<file path="src/rtl/acc_ctrl_pkg.sv">
// Shared definitions for the accumulator-bank sequencer.
// State encodings and default bank geometry.
package acc_ctrl_pkg;

  localparam int ACC_NUM    = 8;
  localparam int ACC_KLEN_W = 8;

  typedef enum logic [1:0] {
    ACC_ST_IDLE  = 2'd0,
    ACC_ST_INIT  = 2'd1,
    ACC_ST_ACC   = 2'd2,
    ACC_ST_DRAIN = 2'd3
  } acc_st_e;

endpackage

</file>
<file path="src/rtl/acc_drain_mux.sv">
// Selects one accumulator from the bank for draining,
// as int16 or as sign-extended int8.
module acc_drain_mux #(
  parameter int NUM_ACC = 8,
  parameter int IDX_W   = 3
) (
  input  logic [NUM_ACC*16-1:0] acc_int16,
  input  logic [NUM_ACC*8-1:0]  acc_int8,
  input  logic [IDX_W-1:0]      idx,
  input  logic                  int8,
  output logic [15:0]           data
);

  logic [15:0] w16;
  logic [7:0]  w8;

  // Concatenated bases keep the offset wide enough.
  assign w16  = acc_int16[{idx, 4'b0} +: 16];
  assign w8   = acc_int8[{idx, 3'b0} +: 8];
  assign data = int8 ? {{8{w8[7]}}, w8} : w16;

endmodule

</file>
<file path="src/rtl/dffre.sv">
// Generic register cell: async active-low reset to zero,
// synchronous load when en is high.
module dffre #(
  parameter int W = 1
) (
  input  logic         clk,
  input  logic         rst_n,
  input  logic         en,
  input  logic [W-1:0] d,
  output logic [W-1:0] q
);

  always_ff @(posedge clk or negedge rst_n) begin
    if (!rst_n) begin
      q <= '0;
    end else if (en) begin
      q <= d;
    end
  end

endmodule

</file>
<file path="src/rtl/acc_ctrl.sv">
// Tile sequencer: clear/preload, accumulate beats,
// then drain the bank through a ready/valid port.
module acc_ctrl
  import acc_ctrl_pkg::*;
#(
  parameter int NUM_ACC = ACC_NUM,
  parameter int KLEN_W  = ACC_KLEN_W,
  parameter int IDX_W   = $clog2(NUM_ACC)
) (
  input  logic                  clk,
  input  logic                  rst_n,
  input  logic                  cmd_vld,
  output logic                  cmd_rdy,
  input  logic [KLEN_W-1:0]     cmd_klen,
  input  logic                  cmd_preload,
  input  logic                  cmd_int8,
  input  logic                  abort,
  input  logic                  psum_vld,
  output logic                  psum_rdy,
  output logic                  acc_clr,
  output logic                  load_vld,
  output logic                  acc_vld,
  input  logic [NUM_ACC*16-1:0] acc_int16,
  input  logic [NUM_ACC*8-1:0]  acc_int8,
  output logic                  out_vld,
  input  logic                  out_rdy,
  output logic [15:0]           out_data,
  output logic [IDX_W-1:0]      out_idx,
  output logic                  out_last,
  output logic                  done,
  output logic                  busy
);

  acc_st_e st, nxt;
  logic [1:0] st_q;

  logic [KLEN_W-1:0] klen_q;
  logic              pre_q;
  logic              i8_q;
  logic [KLEN_W-1:0] beat_cnt, bc_d;
  logic [IDX_W-1:0]  drain_idx, di_d;
  logic              cmd_hs, out_hs;
  logic              bc_en, di_en;

  assign st     = acc_st_e'(st_q);
  assign cmd_hs = cmd_vld & cmd_rdy;
  assign out_hs = out_vld & out_rdy;

  dffre #(.W(2)) u_st (
    .clk, .rst_n, .en(1'b1), .d(nxt), .q(st_q)
  );

  dffre #(.W(KLEN_W)) u_klen (
    .clk, .rst_n, .en(cmd_hs), .d(cmd_klen), .q(klen_q)
  );

  dffre #(.W(1)) u_pre (
    .clk, .rst_n, .en(cmd_hs), .d(cmd_preload), .q(pre_q)
  );

  dffre #(.W(1)) u_i8 (
    .clk, .rst_n, .en(cmd_hs), .d(cmd_int8), .q(i8_q)
  );

  // INIT zeroes the beat counter ahead of ACC.
  assign bc_en = (st == ACC_ST_INIT) | acc_vld;
  assign bc_d  = (st == ACC_ST_INIT) ? '0
               : beat_cnt + KLEN_W'(1);

  dffre #(.W(KLEN_W)) u_bc (
    .clk, .rst_n, .en(bc_en), .d(bc_d), .q(beat_cnt)
  );

  assign di_en = out_hs
               | ((st != ACC_ST_DRAIN) & (nxt == ACC_ST_DRAIN));
  assign di_d  = out_hs ? drain_idx + IDX_W'(1) : '0;

  dffre #(.W(IDX_W)) u_di (
    .clk, .rst_n, .en(di_en), .d(di_d), .q(drain_idx)
  );

  always_comb begin
    nxt      = st;
    cmd_rdy  = 1'b0;
    psum_rdy = 1'b0;
    acc_clr  = 1'b0;
    load_vld = 1'b0;
    out_vld  = 1'b0;
    unique case (st)
      ACC_ST_IDLE: begin
        cmd_rdy = 1'b1;
        if (cmd_vld) nxt = ACC_ST_INIT;
      end
      ACC_ST_INIT: begin
        acc_clr  = ~pre_q;
        load_vld = pre_q;
        nxt = (klen_q != '0) ? ACC_ST_ACC : ACC_ST_DRAIN;
      end
      ACC_ST_ACC: begin
        psum_rdy = 1'b1;
        if (psum_vld && beat_cnt == klen_q - KLEN_W'(1))
          nxt = ACC_ST_DRAIN;
      end
      ACC_ST_DRAIN: begin
        out_vld = 1'b1;
        if (out_rdy && out_last) nxt = ACC_ST_IDLE;
      end
      default: nxt = ACC_ST_IDLE;
    endcase
    // Abort wins over everything and silences all strobes.
    if (abort && st != ACC_ST_IDLE) begin
      nxt      = ACC_ST_IDLE;
      acc_clr  = 1'b0;
      load_vld = 1'b0;
      psum_rdy = 1'b0;
      out_vld  = 1'b0;
    end
  end

  assign acc_vld  = psum_vld & psum_rdy;
  assign out_idx  = drain_idx;
  assign out_last = (st == ACC_ST_DRAIN)
                  & (drain_idx == IDX_W'(NUM_ACC - 1));
  assign done     = out_hs & out_last;
  assign busy     = (st != ACC_ST_IDLE);

  acc_drain_mux #(
    .NUM_ACC(NUM_ACC),
    .IDX_W  (IDX_W)
  ) u_mux (
    .acc_int16(acc_int16),
    .acc_int8 (acc_int8),
    .idx      (drain_idx),
    .int8     (i8_q),
    .data     (out_data)
  );

endmodule

</file>
<file path="config.mk">
export PLATFORM = sky130hd
export DESIGN_NAME = acc_ctrl
export DESIGN_NICKNAME = d
export VERILOG_FILES = /design/src/rtl/acc_ctrl_pkg.sv /design/src/rtl/acc_drain_mux.sv /design/src/rtl/dffre.sv /design/src/rtl/acc_ctrl.sv
export SDC_FILE = /design/constraint.sdc
export NUM_CORES = 1
export LEC_CHECK = 0
export CORE_MARGIN = 2
export CORE_UTILIZATION = 33
export DETAILED_ROUTE_END_ITERATION = 12
export PLACE_DENSITY = 0.86
export SETUP_SLACK_MARGIN = 0.1
export SLEW_MARGIN = 40
export SYNTH_ARGS = -nofsm -noshare
export SYNTH_HDL_FRONTEND = slang
export SYNTH_SLANG_ARGS = --single-unit
export TNS_END_PERCENT = 30
</file>
<file path="constraint.sdc">
create_clock -name clk -period 2.4 [get_ports clk]
set_input_delay 0.36 -clock clk [delete_from_list [all_inputs] [get_ports clk]]
set_output_delay 0.36 -clock clk [all_outputs]
set_load 0.005 [all_outputs]
</file>
Word level (Yosys, flattened, before mapping)
Cells that the tools add are included.
{"block": "op_classes", "addsub": 3, "eq_ne": 7, "shift": 2, "mux": 18, "bitwise_logic": 9, "n_reduce_logical": 6}
{"operator": "variable part select 128 x 8 -> 16 bit", "count": 1}
{"operator": "variable part select 64 x 7 -> 8 bit", "count": 1}
{"operator": "2-to-1 mux 16 bit", "count": 1}
{"operator": "2-to-1 mux 1 bit", "count": 10}
{"operator": "adder 8 x 1 -> 8 bit, second input constant", "count": 1}
{"operator": "equality test 8 bit", "count": 1}
{"operator": "2-to-1 mux 2 bit", "count": 4}
{"operator": "2-to-1 mux 8 bit", "count": 1}
{"operator": "case mux 2 bit (4 select lines)", "count": 1}
{"operator": "nonzero test 8 bit", "count": 1}
{"operator": "subtractor 8 x 1 -> 8 bit, second input constant", "count": 1}
{"operator": "bitwise AND 1 bit", "count": 6}
{"operator": "equality test 2 bit, second input constant", "count": 3}
{"operator": "adder 3 x 1 -> 3 bit, second input constant", "count": 1}
{"operator": "equality test 3 bit, second input constant", "count": 1}
{"operator": "logical AND 1 bit", "count": 3}
{"operator": "2-to-1 mux 3 bit", "count": 1}
{"operator": "equality test 2 x 1 -> 1 bit, second input constant", "count": 1}
{"operator": "logical NOT 2 bit", "count": 1}
{"operator": "!= test 2 bit, second input constant", "count": 1}
{"operator": "OR 1 bit", "count": 2}
{"operator": "nonzero test 2 bit", "count": 1}
{"operator": "NOT 1 bit", "count": 1}
{"block": "totals", "regBits": 23, "wordCells": 51}

Longest topological paths before layout
{"block": "logic_depth", "depth_word": 9, "mapped_depth": 8, "ltp_nobuf": 8}

Cells and area by module
Synthesis repeated with hierarchy kept, for this count alone.
{"block": "unflattened", "hier_cells": 272, "area_unflattened_um2": 3046.7}
{"module": "acc_drain_mux", "n_inst": 1, "cells_per_inst": 130, "area_per_inst_um2": 1522.7}
{"module": "dffre at u_bc ...", "n_inst": 2, "cells_per_inst": 17, "area_per_inst_um2": 331.6}
{"module": "acc_ctrl", "n_inst": 1, "cells_per_inst": 94, "area_per_inst_um2": 599.3}
{"module": "dffre at u_di", "n_inst": 1, "cells_per_inst": 6, "area_per_inst_um2": 108.9}
{"module": "dffre at u_i8 ...", "n_inst": 2, "cells_per_inst": 2, "area_per_inst_um2": 40.0}
{"module": "dffre at u_st", "n_inst": 1, "cells_per_inst": 4, "area_per_inst_um2": 72.6}

Worst setup path before layout
No wires, ideal clock.
{"block": "synth_path", "path_kind": "register -> output", "start": "reg u_di.q[0]", "end": "out out_data[0]", "arrival_ns": 1.818, "slack_ns": 0.222, "path_stages_with_launch": 5, "path_cell_list": "dfrtp_1 > buf_2 > buf_2 > mux4_2 > mux4_2"}
{"block": "synth_between", "elab_chain_len": 2, "word_cells_on_any_way": 3, "classes_between": "2 x shift; 1 x mux"}
{"element": "start, declared", "line_no": "dffre.sv:10", "text": "output logic [W-1:0] q"}
{"element": "start signal, assigned", "line_no": "dffre.sv:15", "text": "q <= '0;"}
{"element": "start signal, assigned", "line_no": "dffre.sv:17", "text": "q <= d;"}
{"element": "variable part select 128 x 8 -> 16 bit / variable part select 64 x 7 -> 8 bit (equally long branches)", "line_no": "acc_drain_mux.sv:18, acc_drain_mux.sv:19"}
{"element": "2-to-1 mux 16 bit (*)", "line_no": "acc_drain_mux.sv:20", "text": "assign data = int8 ? {{8{w8[7]}}, w8} : w16;"}
{"element": "end, declared", "line_no": "acc_ctrl.sv:27", "text": "output logic [15:0] out_data,"}
Mark *: on every way between the ends. The rest lies on a longest branch, timed or not.

Final worst setup path
{"block": "layout_path", "start": "reg u_di.q[0]", "end": "out out_data[2]"}
The elaborated chain is that of the path after synthesis.

==> impl_metrics.tcl <==
set metrics [dict create \
    outcome "finished with violations" \
    violations "setup timing" \
    hold_violations 0 \
    setup.worst_path.end_class "primary output" \
    max_freq_mhz 383 \
    period_share_pct 109 \
    cap_violations 0 \
    synth_top_area_share_pct 44.1 \
    placed_area_um2 5400 \
    synth_edf_count 0 \
    firstDrtPassIters 5 \
    crit_fanout 6 \
    grt_pass1_wl_mm 17.7 \
    yosysSeqAreaShare_pct 20.5 \
    clockBufferDepth 2 \
    yosys.area.top_type "mux4_2" \
    cp.arrival_ps 2250 \
    r2r_end "u_di.q[1]" \
    die_area_um2 9270 \
    syn_inst 233 \
    layout.nets 697 \
    place.gp.congestion 0.920 \
    die_x_um 96.3 \
    drt_iter0_markers 91 \
    drc_errors 0 \
    period_needed_ps 2610 \
    synthesis.nets 445 \
    die_h_um 96.3 \
    rsz0062_at_grt "true" \
    synthToLayoutAreaGrowth_pct 99.2 \
    ant_nets 0 \
    fill_cells 604 \
    setup_slack_ps -211 \
    r2r_start "u_klen.q[0]" \
    grt_start_max_net_pins 28 \
    p_leak_uw 0.00206 \
    port_buffers 235 \
    pin_count 236 \
    first_global_vias 3291 \
    clk_pin_slew_ps 90 \
    finalWirelength_mm 13.1 \
    diodes 0 \
    grt_use_total_pct 26.2 \
    yosys_warnings 0 \
    design_area_um2 5590 \
    hold_path_class "in2async" \
    async_flop_share_pct 100 \
    cts_tree "built" \
    start_util_pct 34.2 \
    clockRootBuffer "clkbuf_8" \
    relSlewSlack_pct 58.2 \
    synth_ff_type "dfrtp_1" \
    numCtsBuffers 3 \
    antenna_found_initial 0 \
    criticalPathCategory "reg2out" \
    worst_r2r_path_depth 8 \
    setup_viol 14 \
    ir_drop_mv 0.335 \
    hold_buffers 0 \
    synth_area_leaders "mux4_2 (44%), dfrtp_1 (20%), mux2i_1 (3.6%)" \
    cts_max_level 1 \
    cts_sinks 23 \
    worst_skew_pair.late_latency_ps 270 \
    num_vias 3211 \
    hold_ws_ps 435 \
    tightest_slew_ps 626 \
    yosysUniqueCellTypes 42 \
    routedWlPerCell_um 22.3 \
    layout-drive-gt1-share_pct 28.1 \
    vias_per_cell 5.45 \
    tns_ps -1240 \
    grt-ovfl-total 0 \
    start_kind "flip-flop" \
    drv_slew 0 \
    dpl.hpwl_mm 11.0 \
    rows 33 \
    final_util_pct 68.1 \
    final.setup_skew_ps 3.05 \
    worst-r2r-setup-slack_ps 230 \
    syn_area_um2 2810 \
    avgSynthCellArea_um2 12.1 \
    coreArea_um2 8220 \
    p_per_area_nw_per_um2 697 \
    synth_seq_cells 23 \
    worstPathRequired_ps 2040 \
]
-- sequential cells by signal (all words and copies together) (netlist names) --
name / count
u_bc.q: 8
u_klen.q: 8
u_di.q: 3
u_st.q: 2
u_i8.q: 1
u_pre.q: 1
-- where the power goes --
group	switching [µW]	leakage, µW	internal, µW
clock	137	0.0000217	118
combinational	1120	0.00174	1930
sequential	136	0.000294	463
-- worst max-delay path by stage --
stage                      start            to
floorplan              u_di.q[0]   out_data[0]
detailed placement  acc_int8[55]  out_data[11]
global route           u_di.q[0]   out_data[2]
finish                 u_di.q[0]   out_data[2]
global placement    acc_int8[23]   out_data[7]
CTS                    u_di.q[0]   out_data[2]
-- placed cells by master, fill, tap and decap left out, drive strengths merged, types with 3 or more instances in the layout --
master	n
mux2i	10
mux4	55
ha	4
nand2b	4
clkdlybuf4s50	217
buf	44
xor2	6
nor3	6
clkbuf	8
o21ai	18
nand3	3
xnor2	6
nand2	14
inv	7
dfrtp	23
a21oi	5
mux2	7
nand4	5
nor2	15
-- cell usage after synthesis, types with 2 or more instances --
cell / n
nand2b_1: 4
xnor2_1: 6
inv_1: 7
ha_1: 4
o21ai_0: 15
nand3_1: 3
buf_2: 6
mux2_2: 7
xor2_1: 6
mux4_2: 55
or3_1: 2
nor3_1: 6
nor2_1: 14
clkbuf_1: 9
and3_1: 2
nand4_1: 5
mux2i_1: 10
a21o_1: 2
nand2_1: 14
or2_2: 2
o21ai_1: 3
dfrtp_1: 23
buf_4: 4
nor4_2: 2
a21oi_1: 5
-- metrics by stage --
step	instances	power (µW)	worst slack, ps
final	589	3900	-211
after global routing	589	4120	-248
after CTS	589	3920	-197
after detailed placement	575	3430	-386
after global placement	575	3400	-378
after floorplan	233	2140	222
-- logic make-up (layout without fill, tap and decap cells) --
family,after synthesis,count (layout),share of synthesized area (%)
fa+ha+maj,4,4,1.78
mux,72,72,50.5
flops,23,23,20.5
xor+xnor,12,12,3.74
buf+inv,27,278,4.41
compound gates,35,35,7.93
simple gates,60,60,11.2
-- critical path, cell delays in order (launching register included) --
cell	delay [ps]
dfrtp_4	510
buf_12	160
buf_12	130
buf_8	120
mux4_2	420
mux4_2	500
buf_6	140
-- final cells by class --
| type | instances | area (µm²) | share of cell area (%) |
|---|---|---|---|
| inverter | 7 | 26.3 | 0.470 |
| sequential | 23 | 581 | 10.4 |
| multi-input combinational | 183 | 2160 | 38.7 |
| timing repair buffer | 267 | 2640 | 47.3 |
| tap | 105 | 131 | 2.35 |
| clock inverter | 1 | 7.51 | 0.134 |
| clock buffer | 3 | 41.3 | 0.738 |
-- timing repair --
| item | 4_1_cts | 5_1_grt |
|---|---|---|
| setup endpoints to repair | 18 | 21 |
| buffers inserted | 9 | 0 |
| gates cloned | 1 | 0 |
| resized for setup | 77 | 24 |
| pin swaps | 0 | 1 |
-- layer usage --
metal,track usage (%),up-vias,part of all wire (%)
met5,0,-,0
met3,3.99,39,7.9
li1,-,1445,-
met4,15.5,0,5.9
met1,27.2,1561,32
met2,49.4,166,54
Power figures use the tool's default switching activity.
